## config.mk

```make
export PLATFORM = sky130hd
export DESIGN_NAME = uart_rx_flat
export DESIGN_NICKNAME = d
export VERILOG_FILES = /design/src/rtl/uart_rx_pkg.sv /design/src/rtl/uart_rx_if.sv /design/src/rtl/uart_rx_sync_2ff.sv /design/src/rtl/uart_rx.sv /design/src/flat_wrapper.sv
export SDC_FILE = /design/constraint.sdc
export NUM_CORES = 1
export LEC_CHECK = 0
export CAP_MARGIN = 20
export CORE_AREA = 2 2 66 68
export CTS_BUF_LIST = sky130_fd_sc_hd__clkbuf_4
export CTS_CLUSTER_DIAMETER = 40
export DETAILED_ROUTE_END_ITERATION = 16
export DIE_AREA = 0 0 68 70
export MAX_ROUTING_LAYER = met4
export SETUP_SLACK_MARGIN = 0.02
export SLEW_MARGIN = 25
export SYNTH_ARGS = -nofsm -noshare
export SYNTH_HDL_FRONTEND = slang
export SYNTH_SLANG_ARGS = --single-unit
```

## constraint.sdc

```tcl
create_clock -name clk -period 5.4 [get_ports clk]
set_input_delay 1.08 -clock clk [delete_from_list [all_inputs] [get_ports clk]]
set_output_delay 1.08 -clock clk [all_outputs]
set_load 0.005 [all_outputs]
```

## src/rtl/uart_rx_pkg.sv

```systemverilog
// uart_rx_pkg
//   Shared definitions for the UART receive path: default frame timing and
//   the receiver FSM state encoding (3-bit codes, shared with the tx block).
package uart_rx_pkg;

  localparam int UART_CLKS_PER_BIT = 434;  // 50 MHz / 115200
  localparam int UART_DATA_BITS    = 8;

  typedef enum logic [2:0] {
    ST_IDLE    = 3'd0,
    ST_START   = 3'd1,
    ST_DATA    = 3'd2,
    ST_STOP    = 3'd3,
    ST_RECOVER = 3'd4
  } uart_state_e;

endpackage

```

## src/rtl/uart_rx_if.sv

```systemverilog
// uart_rx_if
//   Byte handshake between the UART receiver and its consumer.
//   rx_data   received byte, stable while rx_valid=1
//   rx_valid  byte available, held until accepted
//   rx_ready  consumer accepts when rx_valid & rx_ready
//   master = receiver side, slave = consumer side.
interface uart_rx_if
  import uart_rx_pkg::*;
#(
  parameter int DATA_BITS = UART_DATA_BITS
);

  logic [DATA_BITS-1:0] rx_data;
  logic                 rx_valid;
  logic                 rx_ready;

  modport master (
    output rx_data,
    output rx_valid,
    input  rx_ready
  );

  modport slave (
    input  rx_data,
    input  rx_valid,
    output rx_ready
  );

endinterface

```

## src/rtl/uart_rx_sync_2ff.sv

```systemverilog
// uart_rx_sync_2ff
//   Two-flop synchroniser for a single asynchronous input.
//   clk    destination clock
//   reset  asynchronous, active-low; both flops load RESET_VAL
//   d      asynchronous input
//   q      synchronised output, two clk cycles behind d
module uart_rx_sync_2ff #(
  parameter logic RESET_VAL = 1'b1
) (
  input  logic clk,
  input  logic reset,
  input  logic d,
  output logic q
);

  logic meta;

  always_ff @(posedge clk or negedge reset) begin
    if (!reset) begin
      meta <= RESET_VAL;
      q    <= RESET_VAL;
    end else begin
      meta <= d;
      q    <= meta;
    end
  end

endmodule

```

## src/rtl/uart_rx.sv

```systemverilog
// uart_rx
//   8N1-style UART receiver (LSB first, line idles high). Validates the
//   start bit at mid-bit, samples data/stop bits at bit centres and hands
//   each byte to the consumer over a valid/ready handshake.
//   clk        system clock
//   reset      asynchronous, active-low; clears all state
//   rx         serial line, asynchronous to clk
//   bus        uart_rx_if.master: rx_data / rx_valid / rx_ready
//   frame_err  1-cycle pulse: stop bit sampled 0
//   overrun    1-cycle pulse: byte completed while previous unaccepted
//   busy       1 when the FSM is not idle
//
//   state      | meaning
//   -----------+--------------------------------------------------------
//   ST_IDLE    | line idle, waiting for rx_s low
//   ST_START   | timing to start-bit centre, re-check low (glitch reject)
//   ST_DATA    | sampling DATA_BITS data bits at bit centres
//   ST_STOP    | sampling stop bit at its centre
//   ST_RECOVER | stop bit was low, wait for line high before re-arming
module uart_rx
  import uart_rx_pkg::*;
#(
  parameter int CLKS_PER_BIT = UART_CLKS_PER_BIT,
  parameter int DATA_BITS    = UART_DATA_BITS
) (
  input  logic       clk,
  input  logic       reset,
  input  logic       rx,
  uart_rx_if.master  bus,
  output logic       frame_err,
  output logic       overrun,
  output logic       busy
);

  localparam int CNT_W = $clog2(CLKS_PER_BIT);
  localparam int IDX_W = $clog2(DATA_BITS) + 1;

  localparam logic [CNT_W-1:0] CNT_HALF = CNT_W'(CLKS_PER_BIT / 2 - 1);
  localparam logic [CNT_W-1:0] CNT_LAST = CNT_W'(CLKS_PER_BIT - 1);
  localparam logic [IDX_W-1:0] IDX_LAST = IDX_W'(DATA_BITS - 1);

  logic rx_s;

  uart_rx_sync_2ff #(.RESET_VAL(1'b1)) u_sync_rx (
    .clk   (clk),
    .reset (reset),
    .d     (rx),
    .q     (rx_s)
  );

  uart_state_e          state, state_nxt;
  logic [CNT_W-1:0]     clk_cnt, cnt_nxt;
  logic [IDX_W-1:0]     bit_idx, idx_nxt;
  logic [DATA_BITS-1:0] shift_reg, shift_nxt;
  logic                 deliver, deliver_nxt;
  logic                 ferr_nxt;

  always_ff @(posedge clk or negedge reset) begin
    if (!reset) begin
      state     <= ST_IDLE;
      clk_cnt   <= '0;
      bit_idx   <= '0;
      shift_reg <= '0;
      deliver   <= 1'b0;
      frame_err <= 1'b0;
    end else begin
      state     <= state_nxt;
      clk_cnt   <= cnt_nxt;
      bit_idx   <= idx_nxt;
      shift_reg <= shift_nxt;
      deliver   <= deliver_nxt;
      frame_err <= ferr_nxt;
    end
  end

  always_comb begin
    state_nxt   = state;
    cnt_nxt     = clk_cnt;
    idx_nxt     = bit_idx;
    shift_nxt   = shift_reg;
    deliver_nxt = 1'b0;
    ferr_nxt    = 1'b0;
    case (state)
      ST_IDLE: begin
        if (!rx_s) begin
          state_nxt = ST_START;
          cnt_nxt   = '0;
        end
      end
      ST_START: begin
        if (clk_cnt == CNT_HALF) begin
          cnt_nxt = '0;
          if (!rx_s) begin
            state_nxt = ST_DATA;
            idx_nxt   = '0;
          end else begin
            state_nxt = ST_IDLE;
          end
        end else begin
          cnt_nxt = clk_cnt + CNT_W'(1);
        end
      end
      ST_DATA: begin
        if (clk_cnt == CNT_LAST) begin
          cnt_nxt   = '0;
          // right shift: first (LSB) bit ends up in bit 0 after the last shift
          shift_nxt = {rx_s, shift_reg[DATA_BITS-1:1]};
          idx_nxt   = bit_idx + IDX_W'(1);
          if (bit_idx == IDX_LAST) begin
            state_nxt = ST_STOP;
          end
        end else begin
          cnt_nxt = clk_cnt + CNT_W'(1);
        end
      end
      ST_STOP: begin
        if (clk_cnt == CNT_LAST) begin
          cnt_nxt = '0;
          // leave at stop centre so a back-to-back start edge is not missed
          if (rx_s) begin
            deliver_nxt = 1'b1;
            state_nxt   = ST_IDLE;
          end else begin
            ferr_nxt  = 1'b1;
            state_nxt = ST_RECOVER;
          end
        end else begin
          cnt_nxt = clk_cnt + CNT_W'(1);
        end
      end
      ST_RECOVER: begin
        // a held-low break must not look like a new start bit
        if (rx_s) begin
          state_nxt = ST_IDLE;
        end
      end
      default: state_nxt = ST_IDLE;
    endcase
  end

  logic [DATA_BITS-1:0] data_q;
  logic                 valid_q;

  // Delivery wins over accept; a same-cycle accept frees the slot for the new byte.
  always_ff @(posedge clk or negedge reset) begin
    if (!reset) begin
      data_q  <= '0;
      valid_q <= 1'b0;
      overrun <= 1'b0;
    end else begin
      overrun <= 1'b0;
      if (deliver) begin
        if (!valid_q || bus.rx_ready) begin
          data_q  <= shift_reg;
          valid_q <= 1'b1;
        end else begin
          overrun <= 1'b1;
        end
      end else if (valid_q && bus.rx_ready) begin
        valid_q <= 1'b0;
      end
    end
  end

  assign bus.rx_data  = data_q;
  assign bus.rx_valid = valid_q;
  assign busy         = (state != ST_IDLE);

endmodule

```

## src/flat_wrapper.sv

```systemverilog
// flat-port wrapper written by rule: the top's interface ports become plain ports
module uart_rx_flat import uart_rx_pkg::*;
#(
  parameter int CLKS_PER_BIT = UART_CLKS_PER_BIT,
  parameter int DATA_BITS    = UART_DATA_BITS
)
  (clk, reset, rx, frame_err, overrun, busy, bus_rx_data, bus_rx_valid, bus_rx_ready);
  uart_rx_if #(.DATA_BITS(DATA_BITS)) bus_i ();
  input  logic clk;
  input  logic reset;
  input  logic rx;
  output logic frame_err;
  output logic overrun;
  output logic busy;
  output wire logic [$bits(bus_i.rx_data)-1:0] bus_rx_data;
  output wire logic [$bits(bus_i.rx_valid)-1:0] bus_rx_valid;
  input wire logic [$bits(bus_i.rx_ready)-1:0] bus_rx_ready;
  assign bus_rx_data = bus_i.rx_data;
  assign bus_rx_valid = bus_i.rx_valid;
  assign bus_i.rx_ready = bus_rx_ready;
  uart_rx #(.CLKS_PER_BIT(CLKS_PER_BIT), .DATA_BITS(DATA_BITS)) u_core (.clk(clk), .reset(reset), .rx(rx), .bus(bus_i), .frame_err(frame_err), .overrun(overrun), .busy(busy));
endmodule
```

---- After elaboration in Yosys (flattened, before gate mapping) ----
Index checks and enable logic that the tools add are counted.
word-level totals
  word-level logic and storage cells ...... 71
  register bits after elaboration ......... 38
  output and inout bits ................... 12
cells by class
  mux-type cells .......................... 28
  reduce and logical (&&, ||, !) cells .... 15
  eq/ne operators ......................... 15
  $add $sub $neg .......................... 2
operator list
  operator                                                                count
  9-bit 2-to-1 mux                                                        3
  9-bit case mux with 3 select lines                                      1
  3-bit 2-to-1 mux                                                        7
  3-bit case mux with 5 select lines                                      1
  4-bit 2-to-1 mux                                                        3
  1-bit 2-to-1 mux                                                        11
  9-bit by 1-bit adder with 9-bit output (second input constant)          1
  9-bit by 8-bit equality test with 1-bit output (second input constant)  1
  9-bit equality test (second input constant)                             1
  2-bit by 1-bit != test with 1-bit output (second input constant)        4
  2-bit != test (second input constant)                                   4
  4-bit case mux with 2 select lines                                      1
  2-bit AND reduction                                                     4
  3-bit by 2-bit equality test with 1-bit output (second input constant)  2
  6-bit AND reduction                                                     1
  3-bit nonzero test                                                      2
  4-bit by 1-bit adder with 4-bit output (second input constant)          1
  4-bit by 3-bit equality test with 1-bit output (second input constant)  1
  4-bit AND reduction                                                     1
  2-bit nonzero test                                                      2
  3-bit by 1-bit equality test with 1-bit output (second input constant)  1
  3-bit equality test (second input constant)                             1
  3-bit zero test                                                         1
  2-bit 2-to-1 mux                                                        1
  4 further kinds                                                         4

---- Depth between registers and ports, before layout ----
  depth in word-level cells ............... 4
  gate-level depth with buffers ........... 8
  gate-level depth less buffers ........... 6

---- Hierarchy ----
Synthesis repeated with hierarchy kept, for this count alone.
unflattened totals
  cells, all modules ...................... 169
  area, all modules ....................... 1,904.3 um^2
by module, submodules not included
  module            cells each  sequential area each (um^2)  area an instance (um^2)  instances
  uart_rx           167         900.9                        1,851.8                  1
  uart_rx_sync_2ff  2           52.6                         52.6                     1

---- Least setup slack after synthesis ----
OpenSTA, ideal clock, no wires.
  path kind ............................... register to output
  start ................................... register u_core.state[1]
  end ..................................... output busy
  buffers on the path ..................... 1
  data required time ...................... 4.320 ns
  arrival time ............................ 0.889 ns
  slack ................................... 3.431 ns
  stages on the path, launching flop included .. 3
  cells stage by stage .................... dfrtp_1 -> buf_2 -> or3_1
on the way
  cells in the longest elaborated chain, start to end .. 1
ends and longest elaborated chain
  element                 RTL line            RTL
  from (decl)             uart_rx.sv:51       uart_state_e state, state_nxt;
  from (signal assigned)  uart_rx.sv:67       state <= state_nxt;
  3-bit nonzero test      uart_rx.sv:167      assign busy = (state != ST_IDLE);
  to (decl)               flat_wrapper.sv:14  output logic busy;
Every way passes these cells.

---- Worst setup path after layout ----
Ends and elaborated chain as after synthesis.

==> flow_summary.json <==
{
  "status": "completed",
  "synth_cell_type_count": 41,
  "tns_ps": 0,
  "die_x_um": 68,
  "hold_violations": 0,
  "routed_via_density": 5.38,
  "end_kind": "output port",
  "synth_seq_area_share_pct": 53.9,
  "grt_pass1_vias": 1171,
  "tritoncts": "done",
  "fin_crit_sh_pct": 51.0,
  "finalNonFillerCells": 229,
  "htree_levels": 2,
  "ys_async_sr_fraction_pct": 100,
  "yosysMostFrequentCell": "dfrtp_1",
  "grt.total_usage_pct": 16.1,
  "cts_root_buf": "clkbuf_4",
  "syn_nets": 168,
  "die_h_um": 70,
  "drt_wl_total_um": 3140,
  "synth_common_cells": "dfrtp_1, nand2_1, mux2_2",
  "hold_buffers": 0,
  "max_freq_ghz": 0.363,
  "place_inst": 221,
  "path_clk_slew_ps": 120,
  "grt_pass1_wl_um": 5460,
  "clock-sinks": 38,
  "synth_ff_type": "dfrtp_1",
  "maxSlewViolCount": 0,
  "cts_resized": 0,
  "largest_reg_flops": 9,
  "crit_type": "reg2out",
  "place_congestion": 0.832,
  "hold_class": "reg2reg",
  "setup_violations": 0,
  "firstDrtPassIters": 4,
  "io_pins": 16,
  "core_area_mm2": 0.00414,
  "fp.dieArea_mm2": 0.00476,
  "dpl.hpwl_um": 2130,
  "syn_to_final_growth_pct": 13.2,
  "drv_cap": 0,
  "cp.arrival_ps": 1670,
  "vdd_drop_max_uv": 134,
  "cts_buffers": 5,
  "nets": 184,
  "netlist_area_mm2": 0.00177,
  "p_leak_nw": 0.945,
  "cts_buffer_depth": 2,
  "vias": 1231,
  "power_density_mw_per_mm2": 218,
  "fp-row-count": 24,
  "route.detailed.drc": 0,
  "synth-seq-cells": 38,
  "port_buffers": 15,
  "start_kind": "flip-flop",
  "yosys.area.top_type_share_pct": 50.9,
  "antenna_found_initial": 0,
  "drive_gt1_share_pct": 16.9,
  "syn_avg_cell_area_um2": 11.1,
  "synth_edf_count": 0,
  "rsz0062_at_grt": "false",
  "grt_remaining_overflow": 0,
  "yosys_warnings": 0,
  "grt_max_degree": 39,
  "cp.required_ps": 4320,
  "postCtsSetupRepairBufs": 0,
  "period_minus_slack_ps": 2750,
  "slew-limit-headroom_pct": 46.0,
  "ant_nets": 0,
  "yosysTopAreaCell": "dfrtp_1",
  "worst_pin_slew_ps": 810,
  "start_util_pct": 42.7,
  "wire_per_inst_um": 13.7,
  "syn_inst": 160,
  "synth_area_leaders": "dfrtp_1, mux2_2, nand2_1, dfstp_2, ha_1",
  "antenna_cells": 0,
  "clock_latency_ps": 340,
  "drt-initial-drc-count": 79,
  "crit_path_max_fanout": 12,
  "skew_ps": 8.37
}
[metal layers]
layer	up-vias	wire, um	global-route usage, %
li1	598	-	-
met1	596	1500	21.8
met2	30	1440	22.1
met3	7	137	5.48
met4	0	62	6.22
met5	-	0	-
[final timing paths]
kind / start / endpoint / slack, ps / depth (start not counted)
setup reg to reg: u_core.clk_cnt[1]$_DFFE_PN0P_ / u_core.shift_reg[4]$_DFFE_PN0P_ / 3410 / 5
hold reg to reg: u_core.u_sync_rx.meta$_DFF_PN1_ / u_core.u_sync_rx.q$_DFF_PN1_ / 350 / 0
hold / removal: u_core.u_sync_rx.meta$_DFF_PN1_ / u_core.u_sync_rx.q$_DFF_PN1_ / 350 / 0
setup / recovery: u_core.state[1]$_DFFE_PN0P_ / busy / 2650 / 2
max in group asynchronous: reset / u_core.bus.rx_data[2]$_DFFE_PN0P_ / 4070 / 1
min in group asynchronous: reset / u_core.clk_cnt[4]$_DFFE_PN0P_ / 810 / 1
[report_power, final]
part	internal (mW)	switching [mW]	leakage, nW	total [mW]
sequential	0.286	0.000754	0.509	0.287
combinational	0.00187	0.00575	0.407	0.00763
clock	0.0484	0.0941	0.0286	0.143
[cell families after synthesis]
| family | count (synthesis) | share of synthesized area [%] |
|---|---|---|
| mux | 17 | 10.8 |
| simple gates | 63 | 18.7 |
| fa+ha+maj | 4 | 2.83 |
| compound gates | 26 | 10.8 |
| buf+inv | 12 | 2.97 |
| flops | 38 | 53.9 |
[worst max-delay path, cell delays in order, from the launching register on]
cell	delay [ps]
dfrtp_1	500
or3_1	400
clkdlybuf4s50_1	440
[layout make-up]
type,count,area [um2]
Clock inverter,3,16.3
Inverter,6,22.5
Timing Repair Buffer,15,145
Fill cell,392,2140
Tap cell,52,65.1
Sequential cell,38,953
Multi-Input combinational cell,110,764
Clock buffer,5,37.5
[placed cells by master (no fill, tap or decap), types with 2 or more instances in the layout]
cell             instances
dfrtp_1                 36
nand2_1                 25
mux2_2                  17
clkdlybuf4s50_1         14
nor2_1                   9
o22ai_1                  7
inv_1                    6
clkbuf_4                 5
nand3_1                  4
ha_1                     4
and2_1                   3
nor2b_1                  3
and4b_1                  2
nand4b_1                 2
nand2b_1                 2
a21oi_2                  2
nor4_1                   2
o31a_1                   2
nor3_1                   2
o21a_1                   2
nor3b_1                  2
o21ai_0                  2
o31ai_1                  2
a22o_1                   2
dfstp_2                  2
[through the flow]
step                instance area, um2  hold slack [ps]  power, mW  util [%]  setup WS (ps)
floorplan                         1770              345      0.293         -           3430
global placement                  1950              348      0.300      47.1           2970
detailed placement                1950              349      0.300      47.1           2970
CTS                               2000              357      0.444      48.4           2630
global route                      2000              372      0.461      48.4           2540
finish                            2000              353      0.437      48.4           2650
Power figures use the tool's default switching activity.
